[src/rtl/lsu_pkg.sv]
// Shared types and constants for the data-side load/store unit.
package lsu_pkg;
  typedef enum logic [1:0] {IDLE, REQ, WAIT, RESP} lsu_state_e;

  localparam logic [3:0] BE_BYTE = 4'b0001;
  localparam logic [3:0] BE_HALF = 4'b0011;
  localparam logic [3:0] BE_WORD = 4'b1111;
  localparam int         TMO_W   = 8;

  typedef struct packed {
    logic        we;
    logic [3:0]  be;
    logic        uns;
    logic [31:0] addr;
    logic [31:0] wdata;
  } lsu_req_t;

  // Illegal size or an address not naturally aligned to the access size.
  function automatic logic access_bad(input logic [3:0] be, input logic [1:0] ofs);
    case (be)
      BE_BYTE: return 1'b0;
      BE_HALF: return ofs[0];
      BE_WORD: return ofs != 2'b00;
      default: return 1'b1;
    endcase
  endfunction
endpackage

[src/rtl/lsu_load_align.sv]
// Load data alignment: shift the addressed lanes down and sign/zero-extend.
module lsu_load_align
  import lsu_pkg::*;
(
  input  logic [31:0] rdata_i,
  input  logic [1:0]  offset_i,
  input  logic [3:0]  byte_en_i,
  input  logic        unsigned_i,
  output logic [31:0] data_o
);
  logic [31:0] shifted;

  assign shifted = rdata_i >> {offset_i, 3'b000};

  always_comb begin
    data_o = shifted;
    case (byte_en_i)
      BE_BYTE: data_o = {{24{~unsigned_i & shifted[7]}}, shifted[7:0]};
      BE_HALF: data_o = {{16{~unsigned_i & shifted[15]}}, shifted[15:0]};
      default: data_o = shifted;
    endcase
  end
endmodule

[src/rtl/lsu_mem_if.sv]
// Load/store unit: drives a word-addressed req/gnt/rvalid bus, stalls the
// pipeline while an access is in flight, and flags misaligned/timed-out accesses.
module lsu_mem_if
  import lsu_pkg::*;
#(
  parameter int TIMEOUT_CYCLES = 255
) (
  input  logic        clk_i,
  input  logic        rst_ni,
  input  logic        req_valid_i,
  output logic        req_ready_o,
  input  logic        req_we_i,
  input  logic [3:0]  req_byte_en_i,
  input  logic        req_unsigned_i,
  input  logic [31:0] req_addr_i,
  input  logic [31:0] req_wdata_i,
  output logic        rsp_valid_o,
  output logic [31:0] rsp_rdata_o,
  output logic        rsp_err_o,
  output logic        stall_o,
  output logic        bus_req_o,
  output logic        bus_we_o,
  output logic [31:0] bus_addr_o,
  output logic [3:0]  bus_be_o,
  output logic [31:0] bus_wdata_o,
  input  logic        bus_gnt_i,
  input  logic        bus_rvalid_i,
  input  logic [31:0] bus_rdata_i
);
  // Last counter value before the limit: a stalled cycle here is the final one allowed.
  localparam logic [TMO_W-1:0] TMO_LAST = TMO_W'(TIMEOUT_CYCLES - 1);

  lsu_state_e       state_q, state_d;
  lsu_req_t         req_q, req_d;
  logic [TMO_W-1:0] cnt_q, cnt_d;
  logic             err_q, err_d;
  logic [31:0]      rdata_q, rdata_d;
  logic [31:0]      ld_data;
  logic [31:0]      st_data;
  logic             tmo_hit;

  lsu_load_align u_align (
    .rdata_i   (bus_rdata_i),
    .offset_i  (req_q.addr[1:0]),
    .byte_en_i (req_q.be),
    .unsigned_i(req_q.uns),
    .data_o    (ld_data)
  );

  assign tmo_hit = (cnt_q == TMO_LAST);

  always_ff @(posedge clk_i or negedge rst_ni) begin
    if (!rst_ni) begin
      state_q <= IDLE;
      req_q   <= '0;
      cnt_q   <= '0;
      err_q   <= 1'b0;
      rdata_q <= '0;
    end else begin
      state_q <= state_d;
      req_q   <= req_d;
      cnt_q   <= cnt_d;
      err_q   <= err_d;
      rdata_q <= rdata_d;
    end
  end

  // Progress (gnt/rvalid) is checked before the limit so a late response still wins.
  always_comb begin
    state_d = state_q;
    req_d   = req_q;
    cnt_d   = cnt_q;
    err_d   = err_q;
    rdata_d = rdata_q;
    case (state_q)
      IDLE: begin
        err_d   = 1'b0;
        rdata_d = '0;
        if (req_valid_i) begin
          req_d = '{we: req_we_i, be: req_byte_en_i, uns: req_unsigned_i,
                    addr: req_addr_i, wdata: req_wdata_i};
          cnt_d = '0;
          if (access_bad(req_byte_en_i, req_addr_i[1:0])) begin
            err_d   = 1'b1;
            state_d = RESP;
          end else begin
            state_d = REQ;
          end
        end
      end
      REQ: begin
        if (bus_gnt_i) begin
          state_d = req_q.we ? RESP : WAIT;
        end else if (tmo_hit) begin
          err_d   = 1'b1;
          state_d = RESP;
        end else begin
          cnt_d = cnt_q + 1'b1;
        end
      end
      WAIT: begin
        if (bus_rvalid_i) begin
          rdata_d = ld_data;
          state_d = RESP;
        end else if (tmo_hit) begin
          err_d   = 1'b1;
          state_d = RESP;
        end else begin
          cnt_d = cnt_q + 1'b1;
        end
      end
      RESP: begin
        err_d   = 1'b0;
        rdata_d = '0;
        state_d = IDLE;
      end
      default: state_d = IDLE;
    endcase
  end

  always_comb begin
    case (req_q.be)
      BE_BYTE: st_data = {4{req_q.wdata[7:0]}};
      BE_HALF: st_data = {2{req_q.wdata[15:0]}};
      default: st_data = req_q.wdata;
    endcase
  end

  always_comb begin
    req_ready_o = (state_q == IDLE);
    stall_o     = ((state_q == IDLE) && req_valid_i) || (state_q == REQ) || (state_q == WAIT);
    bus_req_o   = 1'b0;
    bus_we_o    = 1'b0;
    bus_addr_o  = '0;
    bus_be_o    = '0;
    bus_wdata_o = '0;
    rsp_valid_o = 1'b0;
    rsp_err_o   = 1'b0;
    rsp_rdata_o = '0;
    case (state_q)
      REQ: begin
        bus_req_o   = 1'b1;
        bus_we_o    = req_q.we;
        bus_addr_o  = {req_q.addr[31:2], 2'b00};
        bus_be_o    = req_q.be << req_q.addr[1:0];
        // write data lanes only carry meaning for stores
        bus_wdata_o = req_q.we ? st_data : '0;
      end
      RESP: begin
        rsp_valid_o = 1'b1;
        rsp_err_o   = err_q;
        rsp_rdata_o = rdata_q;
      end
      default: ;
    endcase
  end
endmodule

[config.mk]
export PLATFORM = sky130hd
export DESIGN_NAME = lsu_mem_if
export DESIGN_NICKNAME = d
export VERILOG_FILES = /design/src/rtl/lsu_pkg.sv /design/src/rtl/lsu_load_align.sv /design/src/rtl/lsu_mem_if.sv
export SDC_FILE = /design/constraint.sdc
export NUM_CORES = 1
export LEC_CHECK = 0
export ABC_AREA = 1
export BUFFER_PORTS_ARGS = -buffer_cell sky130_fd_sc_hd__buf_2
export CORE_MARGIN = 3
export CORE_UTILIZATION = 45
export CTS_BUF_LIST = sky130_fd_sc_hd__clkbuf_8
export CTS_CLUSTER_DIAMETER = 30
export CTS_CLUSTER_SIZE = 30
export DETAILED_ROUTE_END_ITERATION = 16
export PLACE_DENSITY = 0.72
export RECOVER_POWER = 25
export SKIP_CTS_REPAIR_TIMING = 1
export SLEW_MARGIN = 10
export SYNTH_ARGS = -nofsm -noshare
export SYNTH_HDL_FRONTEND = slang
export SYNTH_SLANG_ARGS = --single-unit
[constraint.sdc]
create_clock -name clk_i -period 2.6 [get_ports clk_i]
set_clock_uncertainty 0.2 [all_clocks]
set_input_delay 0.39 -clock clk_i [delete_from_list [all_inputs] [get_ports clk_i]]
set_output_delay 0.39 -clock clk_i [all_outputs]
set_load 0.01 [all_outputs]
==> summary.md <==
| Metric | Value |
|---|---|
| Status | finished, violations left |
| Failing checks | negative hold slack |
| Min-Delay Path Class | in2reg |
| Post-route DRC violation count | 0 |
| Pin count of the biggest net entering global routing | 58 |
| Ratio of cells with drive above 1 in the final layout | 0.337 |
| Clk sink count | 113 |
| Max FO, Critical Path | 27 |
| Post-route ant nets | 0 |
| Vias in the first global route | 5,798 |
| Worst path top cell family by delay | simple AND/OR/NAND/NOR gates |
| MaxCap Viol Count | 0 |
| Synth area leader | dfrtp_1 |
| Worst path slowest cell | dfrtp_1 |
| H-tree depth | 4 |
| Met1 usage | 0.287 |
| Critical Path, Cell by Cell | nor2_4, nand2_4, clkinv_8, nor2_1, a211oi_1, buf_2 |
| Hold depth | 3 |
| Antenna Cells | 0 |
| Setup ws final | 0.0650 ns |
| Relative slew slack | 0.202 |
| I/O Buffers | 210 |
| Synthesized area per cell | 7.92 um2 |
| Commonest non-fill, non-tap cell in the layout | nand2_1 |
| Die W | 126 um |
| Crit path capture type | primary output |
| Reg2Reg Depth | 9 |
| Overall Global Routing Usage | 0.229 |
| Die Ht | 126 um |
| Via/cell ratio | 5.07 |
| Post-synth cell types | 40 |
| Layout area overhead | 35.1% |
| Synthesized cell area | 6460 um2 |
| Final wirelength | 19.7 mm |
| Clock-pin slew on the worst setup and hold paths | 0.07 ns |
| Met2 GRT Util | 0.369 |
| Wire length per cell | 15.5 um |
| Placed Area | 7660 um2 |
| # rows | 43 |
| Hold Fails Final Rpt | 1 |
| M3 GR Usage | 0.0814 |
| Worst hold slack | -0.00526 ns |
| Setup TNS | 0 ns |
| FF-to-FF setup slack | 0.41 ns |
| Leak Pwr | 0.00512 uW |
| Net count, final | 1,194 |
| Fin area | 8730 um2 |
| Setup Viol. Count Final | 0 |
| PD cells | 1080 nW/um2 |
| Worst skew pair latency | 0.44 ns |
| Footprint of the multi-input gates | 3010 um2 |
| Sequential standard cell area | 2830 um2 |
| Syn Inst Count | 815 |
| Critical path buffers and inverters | 2 |
| Initial core utilization | 0.463 |
| Root buffer cell | clkbuf_8 |
| Post-layout min period | 2.53 ns |
| First-pass GRT wire length | 29.0 mm |
| RR Startpoint | state_q[1] |
| Max Slew Vio Count | 0 |
| Hold_sp | req_wdata_i[5] |
| Via count | 6,448 |
| FF-to-FF End | rdata_q[26] |
| Most frequent cells in the layout | nand2_1 (237), buf_2 (209), dfrtp_1 (113) |
| Worst Setup Path Type | reg2out |
| Gpl congestion | 0.879 |
| Antenna violations before repair | 1 |
| Post-synth top area share | 0.438 |
| Core box area | 13,900 um2 |
| Ys Warns | 0 |
| Yosys reg bits | 113 |
| Congestion Overflow GR | 0 |
| Die Area | 15,800 um2 |
| CTS tree | built |
| Filler cells | 1,195 |
| I/O Pins | 213 |
| Slew @ Worst Pin | 1.20 ns |
| Min-Delay Endpoint | req_q[5] |
| Part of the Yosys area used for sequential elements | 0.438 |
| Final period util | 0.975 |
| Worst slack, placed | 0.408 ns |
| Ranking of synthesized cells by area | dfrtp_1 (44%), nand2_1 (14%), mux2_2 (9.9%), inv_1 (6.2%), nor2_1 (3.4%) |
| 1st-iter DRT viols | 372 |
| Critical Path RT | 2.01 ns |
| Hpwl dp | 13.5 mm |
| Worst EP arrival | 1.94 ns |
| Grt peak-use layer | met2 |
| Max VDD drop | 0.000645 V |
| Total power | 9410 uW |
| FMAX | 394 MHz |
| CTS Buf Count | 17 |
| Maximum clock insertion buffer count | 2 |
| Setup crit start kind | flop |
| Drt pass-1 iters | 5 |
| Critical Path Max Stage Delay | 0.41 ns |
kinds of logic (layout without fill, tap and decap cells):
logic type,after synthesis,in the layout,synth area share
multiplexers,57,57,0.0994
flip-flops,113,113,0.438
adder cells (fa/ha/maj),7,7,0.0136
XOR/XNOR,3,3,0.00407
AO/OA/AOI/OAI,107,107,0.0938
AND/OR/NAND/NOR,374,374,0.249
other,1,2,0.000581
buffers and inverters,153,429,0.101
how the worst max path moves through the flow:
stage | slack (ns) | endpoint | depth (start not counted) | start
final | 0.07 | bus_wdata_o[20] | 6 | req_q[67]
after global routing | -0.03 | bus_wdata_o[17] | 6 | req_q[68]
after CTS | -0.07 | bus_wdata_o[21] | 6 | req_q[67]
after detailed placement | 0.41 | bus_wdata_o[21] | 6 | req_q[67]
after global placement | 0.45 | bus_wdata_o[21] | 6 | req_q[67]
after floorplan | 0.42 | bus_wdata_o[13] | 7 | state_q[1]
routing by layer:
layer  up-vias  share of wire
li1       3088              -
met1      3014           0.40
met2       301           0.48
met3        43          0.086
met4         2          0.031
met5         -        0.00056
per-stage QoR:
stage,util,cells
6_report,0.626,1272
5_1_grt,0.626,1272
4_1_cts,0.581,1210
3_5_place_dp,0.550,1179
3_3_place_gp,0.550,1179
2_1_floorplan,-,816
sequential cells by signal, summed over array words and instances (netlist names):
signal	flops
state_q	2
err_q	1
rdata_q	32
req_q	70
cnt_q	8
power breakdown:
part / switching, uW / total (uW) / internal, uW
Sequential: 557 / 3070 / 2520
Combinational: 2720 / 4490 / 1770
Clock: 733 / 1840 / 1110
worst min-delay path: stages:
cell,delay [ns]
buf_2,0.08
nor2_1,0.03
a21oi_1,0.10
synthesized netlist by cell type:
master and instances:
a211oi_1 7, a21oi_1 42, a21oi_2 4, a22o_1 1, a31oi_1 1, buf_1 1, buf_12 1, buf_2 19
buf_4 4, buf_6 2, clkbuf_1 15, conb_1 1, dfrtp_1 113, ha_1 7, inv_1 106, inv_2 2
inv_4 2, inv_6 1, mux2_2 57, nand2_1 238, nand2_2 23, nand2_4 3, nand3_1 37, nand3_2 2
nand3_4 1, nand3b_1 1, nand4_1 1, nor2_1 59, nor2_2 2, nor2_4 3, nor2_8 1, nor3_1 3
o211ai_1 1, o21ai_0 34, o21ai_1 5, o21ai_4 1, o21bai_1 2, o221ai_1 1, o22ai_1 8, xor2_1 3
final cells by class:
class | instances | share of cell area
Sequential cell | 113 | 0.324
Clock buffer | 20 | 0.0315
Timing Repair Buffer | 287 | 0.205
Inverter | 111 | 0.0500
Multi-Input combinational cell | 550 | 0.345
Clock inverter | 11 | 0.0185
Tap cell | 180 | 0.0258
Note: power is estimated with default switching activity, not from simulation.
